`src/rtl/icache_pkg.sv`:
```
// Shared definitions for the direct-mapped instruction cache: address field
// layout, storage widths and the fill controller state encoding.
package icache_pkg;
    localparam int TAG_W        = 3;
    localparam int INDEX_W      = 3;
    localparam int OFFSET_W     = 2;
    localparam int WORD_W       = 32;
    localparam int BLOCK_W      = 128;
    localparam int WORDS_PER_BLOCK = BLOCK_W / WORD_W;
    localparam int BLOCK_ADDR_W = TAG_W + INDEX_W;

    localparam int OFFSET_LSB = 2;
    localparam int INDEX_LSB  = OFFSET_LSB + OFFSET_W;
    localparam int TAG_LSB    = INDEX_LSB + INDEX_W;

    typedef enum logic [1:0] {
        IDLE     = 2'd0,
        MEM_READ = 2'd1,
        UPDATE   = 2'd2
    } state_t;
endpackage

```
`src/rtl/icache_line_store.sv`:
```
// Line storage for the instruction cache: valid/tag/data arrays, a single
// write port used by the fill, and the combinational hit compare and word mux.
module icache_line_store
    import icache_pkg::*;
#(
    parameter int NUM_BLOCKS = 8
) (
    input  logic                clock,
    input  logic                reset,
    input  logic                we,
    input  logic [INDEX_W-1:0]  wr_index,
    input  logic [TAG_W-1:0]    wr_tag,
    input  logic [BLOCK_W-1:0]  wr_data,
    input  logic                read,
    input  logic [INDEX_W-1:0]  rd_index,
    input  logic [TAG_W-1:0]    rd_tag,
    input  logic [OFFSET_W-1:0] rd_offset,
    output logic                hit,
    output logic [WORD_W-1:0]   word
);
    logic [NUM_BLOCKS-1:0] valid_reg;
    logic [TAG_W-1:0]      tag_mem  [NUM_BLOCKS];
    logic [BLOCK_W-1:0]    data_mem [NUM_BLOCKS];
    logic [BLOCK_W-1:0]    rd_block;
    logic [WORD_W-1:0]     block_words [WORDS_PER_BLOCK];

    // Only the valid bits need clearing; stale tag/data are masked by them.
    always_ff @(posedge clock or posedge reset) begin
        if (reset) begin
            valid_reg <= '0;
        end else if (we) begin
            valid_reg[wr_index] <= 1'b1;
        end
    end

    always_ff @(posedge clock) begin
        if (we) begin
            tag_mem[wr_index]  <= wr_tag;
            data_mem[wr_index] <= wr_data;
        end
    end

    assign rd_block = data_mem[rd_index];

    for (genvar gi = 0; gi < WORDS_PER_BLOCK; gi++) begin : g_word
        assign block_words[gi] = rd_block[gi*WORD_W +: WORD_W];
    end

    assign hit  = read & valid_reg[rd_index] & (tag_mem[rd_index] == rd_tag);
    assign word = hit ? block_words[rd_offset] : '0;
endmodule

```
`src/rtl/instruction_cache.sv`:
```
// Read-only direct-mapped instruction cache: hits are served combinationally,
// misses stall the CPU while a whole 16-byte block is fetched and installed.
module instruction_cache
    import icache_pkg::*;
#(
    parameter int NUM_BLOCKS = 8,
    parameter int ADDR_W     = 10
) (
    input  logic                    clock,
    input  logic                    reset,
    input  logic                    read,
    input  logic [ADDR_W-1:0]       address,
    output logic [WORD_W-1:0]       instruction,
    output logic                    busywait,
    output logic                    mem_read,
    output logic [BLOCK_ADDR_W-1:0] mem_address,
    input  logic [BLOCK_W-1:0]      mem_readdata,
    input  logic                    mem_busywait
);
    state_t                  state_reg;
    logic                    mem_read_reg;
    logic [BLOCK_ADDR_W-1:0] mem_address_reg;
    logic [BLOCK_W-1:0]      fill_data_reg;
    logic                    seen_busy_reg;

    logic [TAG_W-1:0]    addr_tag;
    logic [INDEX_W-1:0]  addr_index;
    logic [OFFSET_W-1:0] addr_offset;
    logic                hit;
    logic                unused_byte_bits;

    assign addr_tag         = address[TAG_LSB +: TAG_W];
    assign addr_index       = address[INDEX_LSB +: INDEX_W];
    assign addr_offset      = address[OFFSET_LSB +: OFFSET_W];
    assign unused_byte_bits = ^address[1:0];

    icache_line_store #(
        .NUM_BLOCKS (NUM_BLOCKS)
    ) u_store (
        .clock     (clock),
        .reset     (reset),
        .we        (state_reg == UPDATE),
        .wr_index  (mem_address_reg[INDEX_W-1:0]),
        .wr_tag    (mem_address_reg[BLOCK_ADDR_W-1:INDEX_W]),
        .wr_data   (fill_data_reg),
        .read      (read),
        .rd_index  (addr_index),
        .rd_tag    (addr_tag),
        .rd_offset (addr_offset),
        .hit       (hit),
        .word      (instruction)
    );

    // The block address is latched at the miss so later PC changes cannot
    // redirect an in-flight fill; the memory must show busy before its data
    // is trusted, which guards against sampling a stale low busywait.
    always_ff @(posedge clock or posedge reset) begin
        if (reset) begin
            state_reg       <= IDLE;
            mem_read_reg    <= 1'b0;
            mem_address_reg <= '0;
            fill_data_reg   <= '0;
            seen_busy_reg   <= 1'b0;
        end else begin
            case (state_reg)
                IDLE: begin
                    if (read && !hit) begin
                        state_reg       <= MEM_READ;
                        mem_read_reg    <= 1'b1;
                        mem_address_reg <= {addr_tag, addr_index};
                        seen_busy_reg   <= 1'b0;
                    end
                end
                MEM_READ: begin
                    if (mem_busywait) begin
                        seen_busy_reg <= 1'b1;
                    end else if (seen_busy_reg) begin
                        state_reg     <= UPDATE;
                        mem_read_reg  <= 1'b0;
                        fill_data_reg <= mem_readdata;
                    end
                end
                UPDATE: begin
                    state_reg <= IDLE;
                end
                default: begin
                    state_reg    <= IDLE;
                    mem_read_reg <= 1'b0;
                end
            endcase
        end
    end

    assign mem_read    = mem_read_reg;
    assign mem_address = mem_address_reg;
    assign busywait    = ~reset & ((state_reg != IDLE) | (read & ~hit));
endmodule

```
`config.mk`:
```
export PLATFORM = sky130hd
export DESIGN_NAME = instruction_cache
export DESIGN_NICKNAME = d
export VERILOG_FILES = /design/src/rtl/icache_pkg.sv /design/src/rtl/icache_line_store.sv /design/src/rtl/instruction_cache.sv
export SDC_FILE = /design/constraint.sdc
export NUM_CORES = 1
export LEC_CHECK = 0
export BUFFER_PORTS_ARGS = -buffer_cell sky130_fd_sc_hd__buf_4
export CAP_MARGIN = 20
export CELL_PAD_IN_SITES_DETAIL_PLACEMENT = 0
export CELL_PAD_IN_SITES_GLOBAL_PLACEMENT = 1
export CORE_ASPECT_RATIO = 1.5
export CORE_MARGIN = 3
export CORE_UTILIZATION = 45
export CTS_BUF_LIST = sky130_fd_sc_hd__clkbuf_2
export DETAILED_ROUTE_END_ITERATION = 10
export PLACE_DENSITY = 0.78
export SLEW_MARGIN = 10
export SYNTH_ARGS = -nofsm -noshare
export SYNTH_HDL_FRONTEND = slang
export SYNTH_HIERARCHICAL = 1
export SYNTH_SLANG_ARGS = --single-unit
```
`constraint.sdc`:
```
create_clock -name clock -period 16.12 [get_ports clock]
set_input_delay 2.418 -clock clock [delete_from_list [all_inputs] [get_ports clock]]
set_output_delay 2.418 -clock clock [all_outputs]
set_load 0.005 [all_outputs]
```
==> qor.yml <==
job:
  drv_cap: 0
cells_and_area:
  seqCellArea_um2: 35100
  area.growth.synth_to_final_pct: 10.9
  fillers: 8114
  nets: 2560
  final_cell_mix: "edfxtp_1, clkbuf_2, mux4_2, buf_4, dfrtp_1"
  drive_gt1_frac: 0.423
  final_common_cell: "edfxtp_1"
  multi_input_area_um2: 10500
  largest_register_ffs: 1024
routing:
  drtIter0Drc: 1520
  dr.pass1.iters: 5
  drc: 0
  vias: 21800
  antenna_left: 0
  routed_via_density: 5.53
  routed_wl_mm: 99.3
  wl_per_cell_um: 25.3
pwr:
  ir_worst_vdd_uv: 102
  p_switching_mw: 1.92
  clkPwrFrac: 0.260
  p_per_area_nw_per_um2: 139
  pwr-share-comb: 0.111
  sw_frac_of_total: 0.268
  leakage_nw: 18.0
  seq_power_share: 0.630
  p_int_mw: 5.25
synthesis:
  seq_area_frac_synth: 0.757
  yosysTopAreaCell: "edfxtp_1"
  synthTopCellsByArea: "edfxtp_1, mux4_2, dfrtp_1"
  synth.distinct_cells: 37
  syn_nets: 2169
  netlist_area_um2: 46400
  synth_top_area_frac: 0.679
  ys.flop_type: "edfxtp_1"
  syn_inst: 2027
  synth_edf_count: 1048
  yosys_warnings: 6
  syn-mean-instance-area_um2: 22.9
  async_flop_share: 0.122
  ys_ff_latch: 1194
worst_setup_path:
  critPathMaxFanout: 114
  slowest_delay_ns: 0.73
  cp_common_cell: "buf_4"
  critPathKind: "input pin to output pin"
  worst-path-buf-inv: 4
  crit_family: "buffers and inverters"
  required_ns: 13.70
  crit_arrival_ns: 6.18
  worstPathCellList: "buf_8 -> buf_12 -> buf_4 -> mux4_2 -> mux2i_1 -> a22oi_1 -> nand2_1 -> nor3_2 -> buf_4"
  end_kind: "output pin"
  crit_path_start_kind: "input pin"
  cpMaxStageDelayCell: "buf_4"
floorplanning:
  io_pins: 182
  rows: 143
  die_w_um: 268
  initial_core_util: 0.456
  dieArea_um2: 107000
  die_h_um: 399
  core_area_um2: 102000
placement:
  gp_congestion: 0.738
  numPortBuffers: 179
  place_ws_ns: 7.46
  place.detailed.hpwl_mm: 56.1
timing:
  grt_setup_unrepaired: "no"
  timing.final.ws_setup_ns: 7.52
  fin_crit_sh: 0.533
  slew_headroom: 0.289
  tightest_slew_ns: 1.07
  finClkSkew_ns: 0.128
  setup_viol: 0
  max_freq_mhz: 116
  fin_tns_setup_ns: 0
  slew_viol_final: 0
  period_minus_slack_ns: 8.60
  finalHoldViolCount: 0
global_route:
  grt_max_degree: 133
  grt_pass1_vias: 24100
  overflow: 0
  antenna_found_initial: 7
  grt.total_usage: 0.191
  grt_pass1_wl_mm: 149
min_path:
  hold_path_class: "register to register"
cts:
  cts_resized: 0
  postCtsSetupBuffers: 0
  root_buffer: "clkbuf_2"
  htree_levels: 5
  clk_pin_slew_ns: 0.11
  cts_buffer_depth: 4
  worstSkewPairLatency_ns: 1.57
  cts_made_buffers: 293
  ctsHoldBuffers: 0
  cts.sinks: 1194
  cts_tree: "built"
outcome:
  status: "complete, no violations"
[per-stage QoR]
step / hold WS, ns / instances / util / total power [mW] / area, um2
6_report: 0.488 / 3932 / 0.505 / 7.17 / 51400
4_1_cts: 0.485 / 3924 / 0.505 / 7.28 / 51400
3_5_place_dp: 0.450 / 3427 / 0.481 / 5.40 / 48900
3_3_place_gp: 0.446 / 3426 / 0.480 / 5.32 / 48900
5_1_grt: 0.510 / 3926 / 0.505 / 7.54 / 51400
2_1_floorplan: 0.434 / 2027 / - / 5.04 / 46400
[logic make-up (layout without fill, tap and decap cells)]
| group | count (synthesis) | after routing | synth area share |
|---|---|---|---|
| buffers and inverters | 116 | 709 | 0.0188 |
| AO/OA/AOI/OAI | 75 | 75 | 0.0120 |
| AND/OR/NAND/NOR | 109 | 109 | 0.0149 |
| other | 0 | 7 | 0 |
| multiplexers | 533 | 533 | 0.197 |
| flip-flops | 1194 | 1194 | 0.757 |
[worst reg2reg max path: cells and delay by family, from the launching register on]
| kind | cells | cell delay [ns] |
|---|---|---|
| flip-flops | 1 | 0.48 |
| buffers and inverters | 3 | 1.87 |
| AND/OR/NAND/NOR | 3 | 0.77 |
[layer usage]
metal  wire length, um  vias to the layer above  GRT usage
met5                13                        -          0
met4              2580                        2     0.0710
met3              6450                      149     0.0500
met2             55400                      761      0.351
met1             34900                    11400      0.211
li1                  -                     9410          -
[power by group through the flow]
stage	combinational [mW]	sequential (mW)	clock [mW]
finish	0.794	4.51	1.86
global route	0.846	4.59	2.10
floorplan	0.634	4.41	0
global placement	0.786	4.54	0
CTS	0.809	4.53	1.94
detailed placement	0.803	4.60	0
[Yosys cell counts (2+ instances only)]
cell	number
edfxtp_1	1048
mux4_2	260
dfrtp_1	146
mux2i_1	137
mux2_4	100
a22oi_1	65
buf_4	38
mux2_2	36
nand2_1	35
buf_2	30
nor3_2	30
clkbuf_1	24
buf_12	12
nor2_1	11
buf_6	8
or2_2	8
nand2b_1	5
nor2b_1	5
nor3_1	5
inv_1	4
a21oi_1	2
nand3b_1	2
o21ai_0	2
[final timing paths]
path / slack (ns) / depth (start not counted) / to / from
min in group asynchronous: 0.93 / 2 / u_store/valid_reg[2]$_DFFE_PP0P_ / reset
min reg2reg: 0.49 / 1 / u_store/valid_reg[1]$_DFFE_PP0P_ / u_store/valid_reg[1]$_DFFE_PP0P_
max in group asynchronous: 13.15 / 4 / fill_data_reg[110]$_DFFE_PP0P_ / reset
max: 7.52 / 9 / instruction[10] / address[5]
max reg2reg: 12.58 / 6 / u_store/data_mem[6][112]$_DFFE_PP_ / state_reg[0]$_DFFE_PP0P_
min: 0.49 / 1 / u_store/valid_reg[1]$_DFFE_PP0P_ / u_store/valid_reg[1]$_DFFE_PP0P_
[area by class of cell]
type	instances	share of cell area
clock buffers	431	0.0419
flip-flops and latches	1194	0.683
clock inverters	66	0.00613
repair buffers	208	0.0336
inverters	4	0.000389
well taps	1305	0.0317
diodes	7	0.000340
multi-input cells	717	0.203
(Power assumes the default switching activity.)
